$ cat src/rtl/pdm_cic_decimator.sv
// PDM-to-PCM CIC decimator: ORDER integrators at the PDM strobe rate, ORDER
// pipelined comb stages at the decimated rate, and a valid/ready output register.
module pdm_cic_decimator #(
  parameter int ORDER      = 3,
  parameter int DECIMATION = 64,
  parameter int OUT_WIDTH  = 16
) (
  input  logic                        wbs_clk_i,
  input  logic                        wbs_rst_i,
  input  logic                        pdm_stb,
  input  logic                        pdm_dat,
  output logic signed [OUT_WIDTH-1:0] pcm_dat,
  output logic                        pcm_valid,
  input  logic                        pcm_ready,
  output logic                        overrun,
  input  logic                        overrun_clr
);

  localparam int LOG2D = $clog2(DECIMATION);
  localparam int W     = ORDER * LOG2D + 2;

  if (ORDER < 1 || ORDER > 5) begin : g_bad_order
    $error("pdm_cic_decimator: ORDER must be 1..5");
  end
  if (DECIMATION < 2 || (1 << LOG2D) != DECIMATION) begin : g_bad_dec
    $error("pdm_cic_decimator: DECIMATION must be a power of two >= 2");
  end
  if (W < OUT_WIDTH) begin : g_bad_width
    $error("pdm_cic_decimator: internal width smaller than OUT_WIDTH");
  end

  // Handshake: a sample moves to the consumer on any cycle where pcm_valid and
  // pcm_ready are both high; pcm_dat stays put while pcm_valid=1 until then,
  // unless a newer sample overwrites it, which raises the sticky overrun flag.

  logic [LOG2D-1:0] r_cnt;
  logic [W-1:0]     r_integ [ORDER];
  logic             r_dec;
  logic [W-1:0]     r_cap;
  logic             r_cap_v;
  logic [W-1:0]     r_comb  [ORDER];
  logic [W-1:0]     r_prev  [ORDER];
  logic             r_cv    [ORDER];

  logic             w_dec;
  logic [W-1:0]     w_in;
  logic [W-1:0]     w_cx    [ORDER];
  logic             w_cxv   [ORDER];
  logic             w_new;

  assign w_dec = pdm_stb && (r_cnt == LOG2D'(DECIMATION - 1));
  assign w_in  = pdm_dat ? W'(1) : {W{1'b1}};
  assign w_new = r_cv[ORDER-1];

  always_comb begin
    w_cx[0]  = r_cap;
    w_cxv[0] = r_cap_v;
    for (int k = 1; k < ORDER; k++) begin
      w_cx[k]  = r_comb[k-1];
      w_cxv[k] = r_cv[k-1];
    end
  end

  // Integrators all see the previous-cycle values of their predecessor.
  always_ff @(posedge wbs_clk_i) begin
    if (wbs_rst_i) begin
      r_cnt <= '0;
      r_dec <= 1'b0;
      for (int k = 0; k < ORDER; k++) r_integ[k] <= '0;
    end else begin
      r_dec <= w_dec;
      if (pdm_stb) begin
        r_cnt      <= r_cnt + LOG2D'(1);
        r_integ[0] <= r_integ[0] + w_in;
        for (int k = 1; k < ORDER; k++) r_integ[k] <= r_integ[k] + r_integ[k-1];
      end
    end
  end

  // Capture one cycle after the decimation strobe so its contribution is in.
  always_ff @(posedge wbs_clk_i) begin
    if (wbs_rst_i) begin
      r_cap   <= '0;
      r_cap_v <= 1'b0;
      for (int k = 0; k < ORDER; k++) begin
        r_comb[k] <= '0;
        r_prev[k] <= '0;
        r_cv[k]   <= 1'b0;
      end
    end else begin
      r_cap_v <= r_dec;
      if (r_dec) r_cap <= r_integ[ORDER-1];
      for (int k = 0; k < ORDER; k++) begin
        r_cv[k] <= w_cxv[k];
        if (w_cxv[k]) begin
          r_comb[k] <= w_cx[k] - r_prev[k];
          r_prev[k] <= w_cx[k];
        end
      end
    end
  end

  // Arithmetic shift by W-OUT_WIDTH then truncation is just the top bits.
  always_ff @(posedge wbs_clk_i) begin
    if (wbs_rst_i) begin
      pcm_dat   <= '0;
      pcm_valid <= 1'b0;
      overrun   <= 1'b0;
    end else if (w_new) begin
      pcm_dat   <= $signed(r_comb[ORDER-1][W-1 -: OUT_WIDTH]);
      pcm_valid <= 1'b1;
      if (pcm_valid && !pcm_ready) overrun <= 1'b1;
      else if (overrun_clr)        overrun <= 1'b0;
    end else begin
      if (pcm_valid && pcm_ready) pcm_valid <= 1'b0;
      if (overrun_clr)            overrun   <= 1'b0;
    end
  end

endmodule

$ cat config.mk
export PLATFORM = sky130hd
export DESIGN_NAME = pdm_cic_decimator
export DESIGN_NICKNAME = d
export VERILOG_FILES = /design/src/rtl/pdm_cic_decimator.sv
export SDC_FILE = /design/constraint.sdc
export NUM_CORES = 1
export LEC_CHECK = 0
export ABC_AREA = 1
export BUFFER_PORTS_ARGS = -buffer_cell sky130_fd_sc_hd__buf_4
export CORE_MARGIN = 2
export CORE_UTILIZATION = 43
export CTS_CLUSTER_DIAMETER = 50
export DETAILED_ROUTE_END_ITERATION = 12
export GPL_ROUTABILITY_DRIVEN = 0
export PLACE_DENSITY_LB_ADDON = 0.1
export SETUP_SLACK_MARGIN = 0.4
export SLEW_MARGIN = 40
export SYNTH_ARGS = -nofsm -noshare
export SYNTH_HDL_FRONTEND = slang
export SYNTH_SLANG_ARGS = --single-unit
$ cat constraint.sdc
create_clock -name wbs_clk_i -period 2.9 [get_ports wbs_clk_i]
set_input_delay 0.58 -clock wbs_clk_i [delete_from_list [all_inputs] [get_ports wbs_clk_i]]
set_output_delay 0.58 -clock wbs_clk_i [all_outputs]
set_load 0.005 [all_outputs]
# --- Yosys cells after proc, flatten, opt, wreduce, memory -nomap -nowiden ---
# Memories as Yosys holds them, arrays and structs flattened. A register that Yosys moved wholly into a read port is not among the register bits.
# Index checks and enable logic that the tools add are counted.
op_classes:
  addsub: 7
  n_eq_ne: 1
  muxes: 33
  bitwise: 12
  reduce_logical: 5
op_table:
  columns: ["operator", "n"]
  rows:
  - ["20-bit two-way mux", 10]
  - ["20-bit adder", 3]
  - ["20-bit subtractor", 3]
  - ["1-bit two-way mux", 23]
  - ["1-bit bitwise OR", 12]
  - ["6-bit by 1-bit adder with 6-bit output (second input constant)", 1]
  - ["6-bit == test (second input constant)", 1]
  - ["1-bit logical AND", 3]
  - ["2-bit nonzero test", 1]
  - ["1-bit zero test", 1]
totals:
  regBits: 30
  ram_bits: 183
  inputBits: 6
  out_inout_bits: 18
  elab_cells: 68
  mem_count: 4
memory_table:
  columns: ["name", "depth", "width", "read_ports", "rd_ports_with_merged_regs", "write_ports", "line_no", "rtl"]
  rows:
  - ["r_comb", 3, 20, 3, 1, 3, "41", "logic [W-1:0] r_comb [ORDER];"]
  - ["r_integ", 3, 20, 3, 0, 3, "37", "logic [W-1:0] r_integ [ORDER];"]
  - ["r_prev", 3, 20, 3, 0, 3, "42", "logic [W-1:0] r_prev [ORDER];"]
  - ["r_cv", 3, 1, 3, 0, 3, "43", "logic r_cv [ORDER];"]

# --- Depth between registers and ports, before layout ---
# Gate-level depths: netlist of the first run.
logic_depth:
  depth_word: 4
  depth_mapped: 13
  mapped_depth_nobuf: 13

# --- Least setup slack after synthesis of the first run ---
# Ideal clock, no wire load.
synth_timing:
  path_kind: "input port to flip-flop"
  startpoint: "input wbs_rst_i"
  endpoint: "memory r_integ[0][0] (netlist name), enable pin"
  setup_time_ps: 414
  arrival_time_ps: 1963
  required_time_ps: 2486
  setup_slack_ps: 523
  cell_stages: 3
  n_path_buf: 1
  cell_sequence: "buf_4 > nor2_1 > inv_1"
synth_rtl:
  columns: ["item", "line_no", "rtl"]
  rows:
  - ["from (decl)", "9", "input logic wbs_rst_i,"]
  - ["to (decl)", "37", null]

==> results.py, run 1 <==
metrics = {
    "place": {
        "dp.cells": 2422,
        "dp_hpwl_microns": 24990,
        "place_area_sq_um": 15420,
        "placement.io_buffers": 23,
    },
    "power_and_ir_drop": {
        "power_mw": 9.229,
        "power_frac_clock_pct": 43.9,
        "p_sw_share_pct": 27.99,
        "peakVddDrop_v": 0.0003553,
        "switchingPower_mw": 2.583,
        "p_int_mw": 6.646,
        "sequentialPowerShare_pct": 40.8,
        "p_per_area_nw_per_um2": 557.8,
        "power_frac_comb_pct": 15.3,
        "leakagePower_nw": 7.825,
    },
    "worst_setup_path": {
        "critPathMaxFanout": 5,
        "crit_slowest_cell": "edfxtp_1",
        "reg2reg_from": "r_integ[0][0]",
        "cpMostUsedCell": "nand3_1",
        "rrSetupSlack_ps": 600,
        "cpPeakStageDelay_ps": 490,
        "required_ps": 3160,
        "cp_top_family": "adder cells",
        "rr_worst_depth": 10,
        "r2r_end": "r_integ[0][36]",
        "crit_path_cell_trace": "ha_1, fa_1, nand3_1, nand3_1, nand2_1, nand2_1, nand3_1, nand3_1, nand2_1, nor2_1",
        "crit_arrival_ps": 2560,
        "critical_path_class": "reg2reg",
        "cp-end-kind": "register",
        "path_buf_inv": 0,
        "worstSetupStartpointType": "register",
    },
    "finish": {
        "fin_cells": 2482,
        "fillers": 3320,
        "final_cell_mix": "nand2_1 (425), inv_1 (334), nor2_1 (317), a21oi_1 (203), edfxtp_1 (176)",
        "antenna_cells": 0,
        "drive_gt1_share_pct": 4.916,
        "fin_util_pct": 49.22,
        "final_area_sq_um": 16550,
        "syn2layout_area_growth_pct": 12.64,
        "fin_nets": 2135,
        "final_common_cell": "nand2_1",
    },
    "synth": {
        "synth_nets": 2090,
        "ys_warn_count": 0,
        "synth_seq_cells": 225,
        "ys_types": 31,
        "netlist_area_sq_um": 14690,
        "avgSynthCellArea_sq_um": 7.472,
        "ys_seq_area_share_pct": 42.66,
        "syn_inst": 1966,
    },
    "timing": {
        "tightest_slew_ps": 738.2,
        "hold_viol_final": 0,
        "final_max_slew_viol_count": 0,
        "fin_crit_ps": 2297,
        "tns_ps": 0,
        "fin_crit_sh_pct": 79.20,
        "rsz0062_at_grt": "false",
        "max-slew-margin-rel_pct": 50.78,
        "setup_viol": 0,
        "max_clock_freq_ghz": 0.4354,
        "skew_ps": 21.77,
    },
    "clock_network": {
        "cts_buffer_depth": 3,
        "cts_htree_levels": 2,
        "cts_buffers": 35,
        "cts.sinks": 225,
        "worstSkewPairLatency_ps": 520,
        "cts_tree": "yes",
        "cts_root_buffer": "clkbuf_16",
        "path_clk_slew_ps": 50,
    },
    "grt": {
        "grt_pass1_wl_microns": 55770,
        "grt_pass1_vias": 11730,
        "grt_max_degree": 69,
        "grt_overflow_total": 0,
        "grtUsageTotal_pct": 18.93,
        "antenna_found_initial": 0,
    },
    "routing": {
        "dr.pass1.iters": 5,
        "routed_wl_microns": 33050,
        "drt_iter0_markers": 638,
        "route.detailed.drc": 0,
        "vias": 12220,
        "vias_per_cell": 4.923,
        "wl_per_cell_microns": 13.32,
        "antenna_left": 0,
    },
    "hold_path": {
        "min_from": "overrun_clr",
        "min_path_cells": 4,
        "min_to": "overrun",
        "hp-class": "in2reg",
    },
    "floorplan": {
        "initial_core_util_pct": 43.70,
        "die_w_microns": 188.8,
        "dieArea_sq_um": 35650,
        "core_sq_um": 33620,
        "ios": 24,
        "num_rows": 67,
        "die_y_microns": 188.8,
    },
    "run_status": {
        "run_status": "finished, final reports clean",
    },
    "run": {
        "max_cap_viol_count": 0,
    },
}
[how the worst max path moves through the flow]
stage                  startpoint              to  depth (start not counted)
finish              r_integ[0][0]  r_integ[0][36]                         10
global route        r_integ[0][0]  r_integ[0][36]                         10
CTS                 r_prev[0][20]   r_comb[1][16]                          8
detailed placement        pdm_dat  r_integ[0][18]                         12
global placement          pdm_dat  r_integ[0][18]                         12
floorplan               wbs_rst_i   r_integ[0][0]                          3
[repair_timing]
action,CTS,global route
gates resized for setup,0,2
endpoints found under the setup margin,0,3
hold buffers,0,0
hold endpoints to repair,0,0
setup buffers,0,0
[power by group through the flow]
stage	clock network [mW]	registers, mW	logic [mW]
2_1_floorplan	0	3.77	1.10
3_3_place_gp	0	3.83	1.39
3_5_place_dp	0	3.83	1.41
4_1_cts	4.16	3.77	1.41
5_1_grt	4.29	3.78	1.64
6_report	4.05	3.76	1.42
[worst register-to-register path: stages, from the launching register on]
cell and delay (ps):
edfxtp_1 490, ha_1 310, fa_1 480, nand3_1 110, nand3_1 180, nand2_1 110, nand2_1 100, nand3_1 110
nand3_1 70, nand2_1 60, nor2_1 40
[Yosys cell counts]
| library cell | instances | area, sq um |
|---|---|---|
| xnor2_1 | 5 | 43.79 |
| buf_2 | 8 | 40.04 |
| a211oi_1 | 1 | 7.510 |
| dfxtp_1 | 49 | 980.9 |
| or2_2 | 2 | 12.51 |
| nor3_4 | 1 | 16.27 |
| nor3_1 | 11 | 55.05 |
| a21boi_0 | 1 | 7.510 |
| nor2_2 | 2 | 12.51 |
| and2_1 | 5 | 31.28 |
| nand3b_1 | 2 | 15.01 |
| o21a_1 | 1 | 7.510 |
| inv_1 | 336 | 1261 |
| inv_2 | 2 | 7.510 |
| a22o_1 | 1 | 8.760 |
| edfxtp_1 | 176 | 5285 |
| o21bai_1 | 18 | 135.1 |
| ha_1 | 113 | 1414 |
| clkbuf_1 | 20 | 75.07 |
| a21oi_1 | 203 | 1016 |
| nand4_1 | 16 | 100.1 |
| fa_1 | 5 | 100.1 |
| buf_4 | 2 | 15.01 |
| nor4_1 | 2 | 12.51 |
| clkinv_1 | 1 | 3.750 |
| nand2_1 | 425 | 1595 |
| xor2_1 | 4 | 35.03 |
| o21ai_0 | 108 | 540.5 |
| a21o_1 | 8 | 60.06 |
| nor2_1 | 318 | 1194 |
| nand3_1 | 120 | 600.6 |
[sequential cells by signal, indices dropped and copies added, names as in the netlist]
name       flops
r_cap         20
r_prev        60
overrun        1
r_cv           3
r_cnt          6
r_comb        56
pcm_valid      1
r_integ       60
pcm_dat       16
r_cap_v        1
r_dec          1
[stage by stage]
| step | setup WS (ps) | hold slack (ps) |
|---|---|---|
| 2_1_floorplan | 522.9 | 438.3 |
| 3_3_place_gp | 270.0 | 452.2 |
| 3_5_place_dp | 240.6 | 458.0 |
| 4_1_cts | 523.1 | 290.4 |
| 5_1_grt | 418.8 | 316.4 |
| 6_report | 603.2 | 316.0 |
[area by class of cell]
class / instances / area [sq um] / share of cell area [%]
tap: 448 / 560.5 / 3.388
timing repair buffer: 38 / 297.8 / 1.800
multi-input combinational: 1372 / 7028 / 42.48
clock buffer: 42 / 944.7 / 5.709
sequential: 225 / 6266 / 37.87
inverter: 339 / 1272 / 7.691
clock inverter: 18 / 176.4 / 1.066
[cell families after synthesis]
| kind of cell | share of synthesized area [%] |
|---|---|
| AO/OA/AOI/OAI | 12.14 |
| XOR/XNOR | 0.5366 |
| adder cells (fa/ha/maj) | 10.31 |
| buffers and inverters | 9.549 |
| flip-flops | 42.66 |
| AND/OR/NAND/NOR | 24.81 |
[per-layer routing]
layer | wire length (microns) | up-vias | track usage [%]
met5 | 0 | - | 0
met4 | 759 | 0 | 5.799
met3 | 1096 | 62 | 2.738
met2 | 16390 | 195 | 34.54
met1 | 14810 | 5453 | 22.95
li1 | - | 6508 | -
Power figures use the tool's default switching activity.
==> inputs of run 2 (changes only) <==
==> constraint.sdc (replaced) <==
create_clock -name wbs_clk_i -period 2.4 [get_ports wbs_clk_i]
set_input_delay 0.48 -clock wbs_clk_i [delete_from_list [all_inputs] [get_ports wbs_clk_i]]
set_output_delay 0.48 -clock wbs_clk_i [all_outputs]
set_load 0.005 [all_outputs]
==> run 2 against run 1 <==
Against the previous run: core utilization increased by 3.2 points; register-to-register slack lost 190 ps; maximum frequency up 16%; first-iteration DRC count increased by 3.3%; clock skew down 3.0 ps; critical path depth fell by 1; critical path type unchanged; count of clock-buffer cells in the layout increased by 1; sequential share of layout area down 2.3 points.
==> results.py, run 2 (synthesis results as in run 1) <==
metrics = {
    "worst_setup_path": {
        "crit_slowest_cell": "edfxtp_1",
        "critPathMaxFanout": 4,
        "path_buf_inv": 1,
        "critical_path_class": "reg2reg",
        "required_ps": 2670,
        "cpPeakStageDelay_ps": 420,
        "cpMostUsedCell": "nor2_2",
        "critPathLaunch": "r_prev[0][20]",
        "cp_top_family": "adder cells",
        "cp-end-kind": "register",
        "reg2reg_from": "r_prev[0][20]",
        "worstSetupStartpointType": "register",
        "crit_arrival_ps": 2250,
        "crit_path_cell_trace": "ha_4, fa_2, nor2_2, nor2_2, o21ai_1, buf_4, nand3_1, a21oi_2, nor2_1",
    },
    "power_and_ir_drop": {
        "leakagePower_nw": 8.083,
        "p_per_area_nw_per_um2": 664.7,
        "peakVddDrop_v": 0.0006083,
    },
    "routing": {
        "route.detailed.drc": 0,
        "drt_iter0_markers": 659,
        "dr.pass1.iters": 5,
        "routed_wl_microns": 34380,
        "wl_per_cell_microns": 13.70,
        "vias": 12520,
        "antenna_left": 0,
        "vias_per_cell": 4.988,
    },
    "finish": {
        "fin_util_pct": 52.41,
        "final_cell_mix": "nand2_1 (412), inv_1 (333), nor2_1 (296), a21oi_1 (187), edfxtp_1 (176)",
        "fillers": 3193,
        "reg_top3": "r_integ: 60 flops, r_prev: 60 flops, r_comb: 56 flops",
        "final_common_cell": "nand2_1",
        "syn2layout_area_growth_pct": 19.95,
        "fin_nets": 2160,
        "final_area_sq_um": 17620,
        "antenna_cells": 0,
        "drive_gt1_share_pct": 12.32,
        "fin_cells": 2510,
    },
    "floorplan": {
        "num_rows": 67,
        "dieArea_sq_um": 35650,
        "core_sq_um": 33620,
        "die_y_microns": 188.8,
        "die_w_microns": 188.8,
        "initial_core_util_pct": 43.70,
        "ios": 24,
    },
    "clock_network": {
        "cts_tree": "yes",
        "cts_root_buffer": "clkbuf_16",
        "cts_buffer_depth": 3,
        "cts.sinks": 225,
        "cts_buffers": 35,
        "holdBufCountCts": 0,
        "worstSkewPairLatency_ps": 510,
        "path_clk_slew_ps": 60,
        "cts_htree_levels": 2,
    },
    "grt": {
        "grt_pass1_wl_microns": 55800,
        "grt_max_degree": 69,
        "antenna_found_initial": 0,
        "grtUsageTotal_pct": 18.94,
        "grt_overflow_total": 0,
        "grt_pass1_vias": 11850,
    },
    "timing": {
        "skew_ps": 18.75,
        "setup_viol": 0,
        "rsz0062_at_grt": "true",
        "max-slew-margin-rel_pct": 61.91,
        "fin_crit_ps": 1983,
        "timing.final.ws_setup_ps": 416.6,
        "hold_viol_final": 0,
        "fin_crit_sh_pct": 82.64,
        "tns_ps": 0,
        "max_clock_freq_ghz": 0.5042,
        "tightest_slew_ps": 570.5,
        "final_max_slew_viol_count": 0,
    },
    "place": {
        "place_area_sq_um": 15510,
        "placement.io_buffers": 23,
        "pre_cts_slack_ps": 30.67,
        "dp.cells": 2423,
        "dp_hpwl_microns": 25030,
    },
    "run": {
        "max_cap_viol_count": 0,
    },
    "hold_path": {
        "hp-class": "in2reg",
        "min_from": "overrun_clr",
    },
    "run_status": {
        "run_status": "finished, final reports clean",
    },
}
[run 2: cell count changes in the layout (fill, tap and decap cells not counted), sizes merged]
cell      before  now
inv          346  344
bufinv         2    3
clkinv         8    9
clkinvlp       1    3
buf           38   63
clkbuf        42   43
[run 2: timing repair]
action | 4_1_cts | 5_1_grt
pin swaps | 2 | 34
endpoints found under the hold margin | 0 | 0
gates resized for setup | 23 | 127
buffers inserted | 0 | 24
cloned | 0 | 0
setup endpoints to repair | 27 | 85
[run 2: routing by layer]
layer  track usage (%)  routed length [microns]  share of wire [%]  vias up
met1             23.02                    15380                 45     5691
met3             2.961                     1184                3.4       64
li1                  -                        -                  -     6570
met4             6.490                      887                2.6        0
met2             34.01                    16930                 49      194
met5                 0                        0                  0        -
[run 2: final timing paths]
path | endpoint | depth (start not counted) | slack (ps)
min | overrun | 4 | 210
min reg2reg | r_cv[0][2] | 2 | 460
max | r_comb[1][16] | 9 | 420
max reg2reg | r_comb[1][16] | 9 | 420
[run 2: worst min-delay path: stages]
cell and delay (ps):
buf_4 70, inv_1 30, nand2_1 40, a21oi_1 50
[run 2: per-stage QoR]
stage	power, mW	hold WS [ps]
after CTS	11.62	193.3
final	11.71	213.5
after floorplan	5.888	438.3
after detailed placement	6.353	453.7
after global placement	6.335	453.0
after global routing	12.29	236.8
[run 2: cell type report]
type / count / area, sq um / area share, %
flip-flops and latches: 225 / 6266 / 35.56
inverters: 339 / 1282 / 7.279
clock buffers: 43 / 978.4 / 5.553
well taps: 448 / 560.5 / 3.181
clock inverters: 20 / 217.7 / 1.236
multi-input cells: 1372 / 7775 / 44.13
repair buffers: 63 / 539.3 / 3.061
[run 2: power breakdown]
group / leakage [nW] / switching, mW / internal (mW)
registers: 2.26 / 0.159 / 4.41
clock network: 0.590 / 1.91 / 3.27
logic: 5.24 / 1.22 / 0.746
total: 8.08 / 3.29 / 8.42
==> inputs of run 3 (changes only) <==
--- a/config.mk
+++ b/config.mk
@@ -5,7 +5,7 @@
 export SDC_FILE = /design/constraint.sdc
 export NUM_CORES = 1
 export LEC_CHECK = 0
-export ABC_AREA = 1
+export ABC_AREA = 0
 export BUFFER_PORTS_ARGS = -buffer_cell sky130_fd_sc_hd__buf_4
 export CORE_MARGIN = 2
 export CORE_UTILIZATION = 43
==> constraint.sdc (replaced) <==
create_clock -name wbs_clk_i -period 2.07 [get_ports wbs_clk_i]
set_input_delay 0.414 -clock wbs_clk_i [delete_from_list [all_inputs] [get_ports wbs_clk_i]]
set_output_delay 0.414 -clock wbs_clk_i [all_outputs]
set_load 0.005 [all_outputs]
==> run 3 against run 2 <==
Against the previous run: synthesized area fell by 8.3%; critical path type unchanged; critical path depth rose by 2; routed wire length fell by 14%; highest routed layer unchanged; the flow now finishes with violations (setup timing); sequential share of layout area fell by 2.8 points; combinational power rose by 72%.
==> results.py, run 3 <==
metrics = {
    "clock_network": {
        "holdBufCountCts": 0,
        "path_clk_slew_ps": 50,
        "cts_buffers": 35,
        "cts_buffer_depth": 3,
        "cts_htree_levels": 2,
        "cts_root_buffer": "clkbuf_16",
        "cts.sinks": 225,
        "worstSkewPairLatency_ps": 510,
        "cts_tree": "yes",
    },
    "timing": {
        "fin_crit_ps": 2552,
        "fin_crit_sh_pct": 123.3,
        "max_clock_freq_ghz": 0.3919,
        "hold_viol_final": 0,
        "holdWs_ps": 224.1,
        "rsz0062_at_grt": "true",
        "final_max_slew_viol_count": 0,
        "skew_ps": 29.96,
        "tightest_slew_ps": 580.4,
        "setup_viol": 79,
        "timing.final.ws_setup_ps": -482.0,
        "max-slew-margin-rel_pct": 61.30,
    },
    "synth": {
        "synth_edf_count": 176,
        "postSynth.asyncResetShare_pct": 0,
        "synth.area.top_cells": "edfxtp_1 (39%), ha_1 (11%), dfxtp_1 (7.3%)",
        "syn_inst": 1315,
        "ys_top_cells_by_count": "edfxtp_1 (176), nor2_1 (162), ha_1 (113)",
        "synth_most_common_cell": "edfxtp_1",
        "synth_top_area_share_pct": 39.25,
        "netlist_area_sq_um": 13460,
        "ys_seq_area_share_pct": 46.54,
        "synth_nets": 1439,
        "avgSynthCellArea_sq_um": 10.24,
        "ys.flop_type": "edfxtp_1",
        "synth_seq_cells": 225,
        "ys_types": 64,
        "ys_warn_count": 0,
        "synth_top_area_cell": "edfxtp_1",
    },
    "routing": {
        "dr.pass1.iters": 5,
        "wl_per_cell_microns": 14.29,
        "routed_wl_microns": 29610,
        "vias": 10670,
        "drt_iter0_markers": 273,
        "vias_per_cell": 5.148,
        "antenna_left": 0,
        "route.detailed.drc": 0,
    },
    "run_status": {
        "run_status": "finished, violations left",
        "violations": "setup timing",
    },
    "power_and_ir_drop": {
        "power_frac_clock_pct": 39.3,
        "sequentialPowerShare_pct": 37.1,
        "p_per_area_nw_per_um2": 748.3,
        "leakagePower_nw": 8.087,
        "power_frac_comb_pct": 23.6,
        "switchingPower_mw": 3.954,
        "peakVddDrop_v": 0.0005330,
        "p_sw_share_pct": 27.64,
        "p_int_mw": 10.35,
    },
    "finish": {
        "final_common_cell": "buf_4",
        "fin_cells": 2072,
        "antenna_cells": 0,
        "syn2layout_area_growth_pct": 41.97,
        "drive_gt1_share_pct": 36.34,
        "reg_top3": "r_integ: 60 flops, r_prev: 60 flops, r_comb: 56 flops",
        "final_cell_mix": "buf_4 (278), edfxtp_1 (176), nor2_1 (155), ha_1 (86), inv_1 (78)",
        "fin_nets": 1774,
    },
    "grt": {
        "grtUsageTotal_pct": 17.82,
        "grt_pass1_vias": 10790,
        "antenna_found_initial": 0,
        "grt_max_degree": 73,
        "grt_pass1_wl_microns": 48850,
        "grt_overflow_total": 0,
    },
    "floorplan": {
        "ios": 24,
        "num_rows": 64,
        "initial_core_util_pct": 43.79,
        "die_w_microns": 181.0,
        "die_y_microns": 181.0,
        "dieArea_sq_um": 32740,
        "core_sq_um": 30750,
    },
    "worst_setup_path": {
        "critPathMaxFanout": 2,
        "required_ps": 2330,
        "crit_arrival_ps": 2810,
        "cp-end-kind": "register",
        "worstSetupStartpointType": "register",
        "critical_path_class": "reg2reg",
    },
    "place": {
        "placement.io_buffers": 23,
        "dp.cells": 1954,
        "dp_hpwl_microns": 20370,
    },
    "hold_path": {
        "hp-class": "in2reg",
    },
    "run": {
        "max_cap_viol_count": 0,
    },
}
==> run 3: changes by cell type in the layout (fill, tap and decap cells not counted), sizes merged, moves of 59 or more <==
| cell | before | now |
|---|---|---|
| a21oi | 203 | 77 |
| and2 | 5 | 64 |
| buf | 63 | 334 |
| inv | 344 | 91 |
| nand2 | 425 | 64 |
| nand3 | 120 | 22 |
| nor2 | 320 | 162 |
==> run 3: per-stage QoR <==
stage	setup slack (ps)	setup TNS [ps]	utilization (%)	power, mW	area (sq um)
6_report	-482.0	-20690	62.16	14.30	19110
5_1_grt	-606.1	-29590	62.16	14.99	19110
4_1_cts	-454.5	-18420	59.87	14.15	18410
3_5_place_dp	-812.6	-25480	53.43	8.147	16430
3_3_place_gp	-765.6	-23720	53.43	8.086	16430
2_1_floorplan	-635.7	-11290	-	7.079	13940
==> run 3: what timing repair did <==
| action | CTS | global route |
|---|---|---|
| resized for setup | 123 | 95 |
| pin swaps | 102 | 83 |
| endpoints found under the setup margin | 97 | 105 |
| gates cloned | 0 | 1 |
| buffers inserted | 30 | 24 |
==> run 3: critical path, stage by stage, from the launching register on <==
cell and delay [ps]:
edfxtp_1 420, buf_6 140, buf_6 110, ha_4 160
fa_2 400, a211oi_4 250, o21ai_2 130, nand2_2 130
o21ai_4 70, o31ai_4 260, xor2_1 170, nor2_1 50
==> run 3: power by group through the flow <==
| stage | combinational, mW | sequential [mW] | clock [mW] |
|---|---|---|---|
| 2_1_floorplan | 1.75 | 5.33 | 0 |
| 6_report | 3.38 | 5.30 | 5.62 |
| 3_5_place_dp | 2.75 | 5.39 | 0 |
| 5_1_grt | 3.71 | 5.33 | 5.94 |
| 4_1_cts | 3.09 | 5.31 | 5.75 |
| 3_3_place_gp | 2.70 | 5.39 | 0 |
==> run 3: cells by family after synthesis <==
family                     after synthesis  share of synthesized area (%)
and+or+nand+nor                        433                          15.62
AOI/OAI and AO/OA                      293                          14.69
DFF                                    225                          46.54
buffers and inverters                  123                          3.448
adders and majority gates              118                          11.24
xor gates and xnor gates                74                          4.814
muxes                                   49                          3.643
==> run 3: worst paths after layout <==
check,start,endpoint,slack [ps],depth (start not counted)
min reg2reg,r_cnt[5],r_dec,470,2
max reg2reg,r_integ[0][20],r_integ[0][56],-480,11
max,r_integ[0][20],r_integ[0][56],-480,11
min,overrun_clr,overrun,220,4
==> run 3: final cells by class <==
type / instances / area, sq um
tap: 396 / 495.5
inverter: 86 / 322.8
fill: 2498 / 11630
multi-input combinational: 967 / 8122
sequential: 225 / 6267
timing repair buffer: 335 / 2778
clock buffer: 45 / 996.0
clock inverter: 18 / 133.9
==> run 3: layer usage <==
layer	GRT usage, %	vias to the layer above	share of wire, %
met5	0	-	0
met4	6.602	0	2.6
met3	2.741	56	2.4
met2	35.35	116	55
met1	18.77	5075	40
li1	-	5419	-
